--- config.mk ---
export PLATFORM = sky130hd
export DESIGN_NAME = ps2_arrow_decoder
export DESIGN_NICKNAME = d
export VERILOG_FILES = /design/src/rtl/ps2_arrow_decoder.sv
export SDC_FILE = /design/constraint.sdc
export NUM_CORES = 1
export LEC_CHECK = 0
export ABC_CLOCK_PERIOD_IN_PS = 2920
export CAP_MARGIN = 20
export CORE_MARGIN = 8
export CORE_UTILIZATION = 40
export CTS_CLUSTER_SIZE = 16
export DETAILED_ROUTE_END_ITERATION = 12
export MAX_ROUTING_LAYER = met4
export PLACE_DENSITY = 0.6
export SYNTH_ARGS = -nofsm -noshare
export SYNTH_HDL_FRONTEND = slang
export SYNTH_SLANG_ARGS = --single-unit
--- constraint.sdc ---
create_clock -name clk -period 2.92 [get_ports clk]
set_input_delay 0.438 -clock clk [delete_from_list [all_inputs] [get_ports clk]]
set_output_delay 0.438 -clock clk [all_outputs]
set_load 0.05 [all_outputs]
--- src/rtl/ps2_arrow_decoder.sv ---
// PS/2 keyboard receiver that turns extended arrow-key make/break sequences
// into held direction flags; raw bytes and framing errors are exposed for debug.
module ps2_arrow_decoder #(
   parameter int FILTER_LEN     = 8,
   parameter int TIMEOUT_CYCLES = 13000
) (
   input  logic       clk,
   input  logic       rst,
   input  logic       ps2_clk,
   input  logic       ps2_data,
   output logic       top,
   output logic       bottom,
   output logic       left,
   output logic       right,
   output logic [7:0] scan_code,
   output logic       scan_valid,
   output logic       frame_err
);
   localparam int FW = $clog2(FILTER_LEN + 1);
   localparam int TW = $clog2(TIMEOUT_CYCLES + 1);

   typedef enum logic [1:0] {IDLE, DATA, PARITY, STOP} state_t;

   logic          clk_s1_q, clk_s2_q, dat_s1_q, dat_s2_q;
   logic          flt_q, flt_d, fall_q, fall_d;
   logic [FW-1:0] flt_cnt_q, flt_cnt_d;
   state_t        state_q, state_d;
   logic [2:0]    bit_cnt_q, bit_cnt_d;
   logic [7:0]    shift_q, shift_d, code_q, code_d;
   logic          par_q, par_d, valid_q, valid_d, err_q, err_d;
   logic [TW-1:0] idle_q, idle_d;
   logic          ext_q, ext_d, brk_q, brk_d;
   logic [3:0]    flags_q, flags_d;  // {top, bottom, left, right}

   // Filter: flip only after FILTER_LEN consecutive disagreeing samples.
   always_comb begin
      flt_d     = flt_q;
      flt_cnt_d = '0;
      if (clk_s2_q != flt_q) begin
         if (flt_cnt_q == FW'(FILTER_LEN - 1)) flt_d = clk_s2_q;
         else                                  flt_cnt_d = flt_cnt_q + FW'(1);
      end
      fall_d = flt_q & ~flt_d;
   end

   always_comb begin
      state_d   = state_q;
      bit_cnt_d = bit_cnt_q;
      shift_d   = shift_q;
      par_d     = par_q;
      code_d    = code_q;
      valid_d   = 1'b0;
      err_d     = 1'b0;
      idle_d    = '0;
      if (state_q != IDLE && !fall_q) begin
         if (idle_q == TW'(TIMEOUT_CYCLES - 1)) begin
            state_d = IDLE;
            err_d   = 1'b1;
         end else begin
            idle_d = idle_q + TW'(1);
         end
      end
      if (fall_q) begin
         unique case (state_q)
            IDLE: begin
               if (!dat_s2_q) begin
                  state_d   = DATA;
                  bit_cnt_d = 3'd0;
               end else begin
                  err_d = 1'b1;
               end
            end
            DATA: begin
               shift_d   = {dat_s2_q, shift_q[7:1]};
               bit_cnt_d = bit_cnt_q + 3'd1;
               if (bit_cnt_q == 3'd7) state_d = PARITY;
            end
            PARITY: begin
               par_d   = dat_s2_q;
               state_d = STOP;
            end
            STOP: begin
               if (dat_s2_q && ^{shift_q, par_q}) begin
                  code_d  = shift_q;
                  valid_d = 1'b1;
               end else begin
                  err_d = 1'b1;
               end
               state_d = IDLE;
            end
            default: state_d = IDLE;
         endcase
      end
   end

   // Prefix tracking: E0 marks extended, F0 marks break; any other byte consumes both.
   always_comb begin
      ext_d   = ext_q;
      brk_d   = brk_q;
      flags_d = flags_q;
      if (valid_q) begin
         if (code_q == 8'hE0) begin
            ext_d = 1'b1;
         end else if (code_q == 8'hF0) begin
            brk_d = 1'b1;
         end else begin
            if (ext_q) begin
               case (code_q)
                  8'h75:   flags_d[3] = ~brk_q;
                  8'h72:   flags_d[2] = ~brk_q;
                  8'h6B:   flags_d[1] = ~brk_q;
                  8'h74:   flags_d[0] = ~brk_q;
                  default: ;
               endcase
            end
            ext_d = 1'b0;
            brk_d = 1'b0;
         end
      end else if (err_q) begin
         ext_d = 1'b0;
         brk_d = 1'b0;
      end
   end

   always_ff @(posedge clk) begin
      if (rst) begin
         clk_s1_q  <= 1'b1;
         clk_s2_q  <= 1'b1;
         dat_s1_q  <= 1'b1;
         dat_s2_q  <= 1'b1;
         flt_q     <= 1'b1;
         flt_cnt_q <= '0;
         fall_q    <= 1'b0;
         state_q   <= IDLE;
         bit_cnt_q <= '0;
         shift_q   <= '0;
         par_q     <= 1'b0;
         code_q    <= '0;
         valid_q   <= 1'b0;
         err_q     <= 1'b0;
         idle_q    <= '0;
         ext_q     <= 1'b0;
         brk_q     <= 1'b0;
         flags_q   <= '0;
      end else begin
         clk_s1_q  <= ps2_clk;
         clk_s2_q  <= clk_s1_q;
         dat_s1_q  <= ps2_data;
         dat_s2_q  <= dat_s1_q;
         flt_q     <= flt_d;
         flt_cnt_q <= flt_cnt_d;
         fall_q    <= fall_d;
         state_q   <= state_d;
         bit_cnt_q <= bit_cnt_d;
         shift_q   <= shift_d;
         par_q     <= par_d;
         code_q    <= code_d;
         valid_q   <= valid_d;
         err_q     <= err_d;
         idle_q    <= idle_d;
         ext_q     <= ext_d;
         brk_q     <= brk_d;
         flags_q   <= flags_d;
      end
   end

   assign {top, bottom, left, right} = flags_q;
   assign scan_code  = code_q;
   assign scan_valid = valid_q;
   assign frame_err  = err_q;
endmodule

### Yosys cells after proc, flatten, opt, wreduce, memory -nomap -nowiden

Index checks and enable logic that the tools add are counted.

| operators by class | value |
|---|---|
| eq/ne operators | 16 |
| reductions and logical operators | 21 |
| bitwise operators | 9 |
| muxes and demuxes | 24 |
| divide/modulo/power cells | 0 |
| shift operators | 0 |
| multipliers | 0 |
| add/sub/neg operators | 3 |
| $lt $le $gt $ge | 0 |

Operators with widths:

| cell | number |
|---|---|
| $eq A8 B7 Y1 const B | 4 |
| $reduce_and A5 Y1 | 4 |
| $eq A8 B8 Y1 const B | 2 |
| $mux W1 | 15 |
| $add A14 B1 Y14 const B | 1 |
| $eq A14 B14 Y1 const B | 1 |
| $mux W2 | 5 |
| $reduce_or A3 Y1 | 3 |
| $reduce_xor A9 Y1 | 1 |
| $not A1 Y1 | 8 |
| $pmux W2 S4 | 1 |
| $reduce_and A2 Y1 | 4 |
| $pmux W3 S2 | 1 |
| $reduce_and A3 Y1 | 2 |
| $reduce_bool A2 Y1 | 3 |
| $add A4 B1 Y4 const B | 1 |
| $eq A2 B2 Y1 const B | 2 |
| $eq A4 B3 Y1 const B | 1 |
| $ne A2 B2 Y1 const B | 2 |
| $add A3 B1 Y3 const B | 1 |
| $eq A3 B3 Y1 const B | 1 |
| $mux W3 | 1 |
| $ne A3 B3 Y1 const B | 1 |
| $eq A2 B1 Y1 const B | 1 |
| other kinds (6) | 7 |

| word-level totals | value |
|---|---|
| latch bits | 0 |
| output and inout bits | 14 |
| register bits after elaboration | 54 |
| ROM bits | 0 |
| logic and storage cells | 94 |
| RAM bits | 0 |
| memories kept | 0 |

### Logic depth before layout (Yosys ltp)

| depth | value |
|---|---|
| word-level depth | 6 |
| gate-level depth with buffers | 7 |
| gate-level depth less buffers | 6 |

### Worst setup path after synthesis

No wires, ideal clock.

| timing path | value |
|---|---|
| path kind | reg2reg |
| from | reg code_q[7] (netlist: scan_code[7]) |
| to | reg brk_q |
| period minus slack after synthesis | 1.871 ns |
| path slack | 1.049 ns |
| path buffers | 0 |
| stages on the path, launching flop included | 5 |
| data arrival time | 1.800 ns |
| data required time | 2.850 ns |
| path through | dfxtp_1 -> or3b_2 -> nor4_1 -> o21ai_0 -> a21oi_1 |

| on the way | value |
|---|---|
| longest elaborated chain between the ends | 4 |

RTL lines:

| item | RTL line | text |
|---|---|---|
| start, declared | 29 | `logic [7:0] shift_q, shift_d, code_q, code_d;` |
| start signal, assigned | 157 | `code_q <= code_d;` |
| $eq A8 B8 Y1 | 104 | `end else if (code_q == 8'hF0) begin` |
| $mux W1 | 104 |  |
| $mux W1 | 102 | `if (code_q == 8'hE0) begin` |
| $mux W1 | 101 | `if (valid_q) begin` |
| end signal, assigned | 162 | `brk_q <= brk_d;` |
| end, declared | 32 | `logic ext_q, ext_d, brk_q, brk_d;` |

Several ways; a longest one is shown, not always the timed one. The select of a mux whose other input is x is not followed.
A chain may end at the register's enable or synchronous reset.

### Worst setup path after layout

| timing path | value |
|---|---|
| from | reg code_q[3] (netlist: scan_code[3]) |
| to | out scan_code[3] |

RTL lines:

| item | RTL line | text |
|---|---|---|
| end, declared | 15 | `output logic [7:0] scan_code,` |

No word-level cell between the ends.

==> impl_metrics.ini <==
[detailed_routing]
drc_errors = 0
routed_wl_um = 4490
vias = 1846
antenna_left = 0
drt_first_pass_iters = 4
post_drt_wl_per_cell_um = 12.5
vias_per_cell = 5.13
drt_first_iter_violations = 111

[clock_network]
cts_tree = yes
cts_root_buf = clkbuf_8
clock-sinks = 54
cts_buffer_depth = 2
clk_latency_ns = 0.30
cts_made_buffers = 5
postCtsHoldBufs = 0
post_cts_buffers = 0
ctsResizeCount = 0
htree_levels = 2
path_clk_slew_ns = 0.09

[synth]
muxShareOfSynthArea_pct = 5.85
synth_edf_count = 0
syn_inst = 268
ys_async_sr_fraction_pct = 0
synth-main-ff-cell = dfxtp_1
ys_ff_latch = 54
synth_fp_nets = 280
synth.area.top_cells = dfxtp_1, nand2_1, xnor2_1, mux2i_1, ha_1
yosysMostFrequentCell = dfxtp_1
synth-simple-area-share_pct = 24.5
synth_top_area_cell = dfxtp_1
synth_cell_types = 41
syn_area_per_cell_um2 = 9.10
synth-compound-area-share_pct = 8.26
synth_top_family_by_area = simple AND/OR/NAND/NOR gates
ys_warn_count = 0
synthXorXnorAreaFrac_pct = 9.44
netlist.area_leader.share_pct = 44.3
synth_fa_ha_area_share_pct = 4.10
ys_seq_area_share_pct = 44.3
synth_commonest_cells = dfxtp_1, nand2_1, nor2_1, nand3_1
syn_area_um2 = 2440

[floorplanning]
ioPinCount = 18
die_area_um2 = 8850
core_um2 = 5920
start_util_pct = 41.2
die_w_um = 94.1
fp-row-count = 28
die_h_um = 94.1

[flow_run]
cap_violations = 0

[final_layout]
antenna_cells = 0
drive_above_1_share_pct = 7.02
final_cell_area_um2 = 2760
layout.nets = 296
final_cells = 360
area_growth_pct = 13.2

[power_and_ir_drop]
p_leak_uw = 0.000944
power_uw = 1170
ir_worst_vdd_uv = 215
power.density_nw_per_um2 = 425

[placement]
place_area_um2 = 2670
gp_congestion = 0.774
dp_cells = 352
port_buffers = 17
dp_hpwl_um = 3220

[setup_path]
start_kind = flip-flop
rrSetupSlack_ns = 0.99
crit_type = reg -> out
required_ns = 2.48
cp-end-kind = output port
r2r_start = state_q[0]$_SDFF_PP0_
critPathSlowestCell = clkdlybuf4s50_1
ff2ff_path_depth = 6
path_cells = clkdlybuf4s50_1
cp.arrival_ns = 1.57
path_delay_family = buffers and inverters
critPathBufInv = 1
slowest_delay_ns = 0.84
r2r-end = bit_cnt_q[1]$_SDFFE_PP0P_
critPathMaxFanout = 6

[timing]
hold_ws_ns = 0.415
worstMarginPinSlew_ns = 0.568
slew_viol_final = 0
min_period_ns = 2.01
rsz0062_at_grt = no
slew_headroom_pct = 61.8
setup_violations = 0
timing.fmax_mhz = 498
timing.final.crit_share_pct = 68.8
fin_worst_skew_ns = 0.00586
finalSetupTns_ns = 0
hold_viol = 0

[min_path]
holdPathStages = 1
worst_hold_startpoint = clk_s1_q$_SDFF_PP1_
hp-class = reg -> reg
min_to = clk_s2_q$_SDFF_PP1_

[grt]
grt_pass1_vias = 1749
grt_use_total_pct = 11.3
antenna_found_initial = 0
grt_max_degree = 22
grt_overflow_total = 0
grt_pass1_wl_um = 7940

[status]
status = completed
cell usage in the layout (no fill, tap or decap), types with 3 or more instances in the layout:
cell type	n
inv_1	8
nor3_1	6
ha_1	8
a21oi_1	14
nor2_1	24
xnor2_1	14
o21ai_0	6
nand3_1	16
and4b_1	3
nand4_1	6
buf_4	3
nor4_1	5
mux2i_1	12
clkdlybuf4s50_1	17
nand2_1	40
and3_1	3
or2_2	4
nor2b_1	3
clkbuf_8	6
dfxtp_1	54
xor2_1	4
cell type report:
| type | instances | area [µm²] |
|---|---|---|
| clock buffer | 7 | 86.3 |
| clock inverter | 1 | 5.00 |
| fill | 590 | 3160 |
| inverter | 8 | 30.0 |
| multi-input combinational | 195 | 1270 |
| sequential | 54 | 1080 |
| tap | 75 | 93.8 |
| timing repair buffer | 20 | 193 |
how the worst max path moves through the flow:
stage                                   start                        end  cells after the start
global placement                          rst      idle_q[12]$_SDFF_PP0_                      4
CTS                 scan_code[3]$_SDFFE_PP0P_               scan_code[3]                      1
detailed placement                        rst       idle_q[2]$_SDFF_PP0_                      4
global route            state_q[0]$_SDFF_PP0_  bit_cnt_q[2]$_SDFFE_PP0P_                      6
floorplan           scan_code[7]$_SDFFE_PP0P_         brk_q$_SDFFE_PP0P_                      4
finish              scan_code[3]$_SDFFE_PP0P_               scan_code[3]                      1
stage by stage:
step           setup slack, ns  util, %
3_3_place_gp             0.966     45.1
3_5_place_dp             0.889     45.1
4_1_cts                  0.886     46.6
5_1_grt                  0.720     46.6
6_report                 0.911     46.6
2_1_floorplan             1.05        -
power by group:
part	switching, µW	leakage (µW)	total (µW)	internal, µW
clock network	222	0.0000482	414	192
logic	12.1	0.000460	20.0	7.87
registers	1.87	0.000436	740	739
total	236	0.000944	1170	938
flip-flops by register name, indices dropped and copies added (netlist names), 2 cells and up:
signal and count:
shift_q 8, scan_code 8, idle_q 14, flt_cnt_q 4
flags_q 4, bit_cnt_q 3, state_q 2
kinds of logic after synthesis:
kind of cell / Yosys count
AO/OA/AOI/OAI: 32
XOR/XNOR: 21
adder cells (fa/ha/maj): 8
buffers and inverters: 19
flip-flops: 54
multiplexers: 13
AND/OR/NAND/NOR: 121
metal layers:
metal / part of all wire [%] / track usage, %
met1: 49 / 13.6
met2: 44 / 17.7
met5: 0 / -
met4: 1.6 / 4.36
met3: 5.2 / 2.80
No activity file was read; power rests on OpenSTA's default activity.
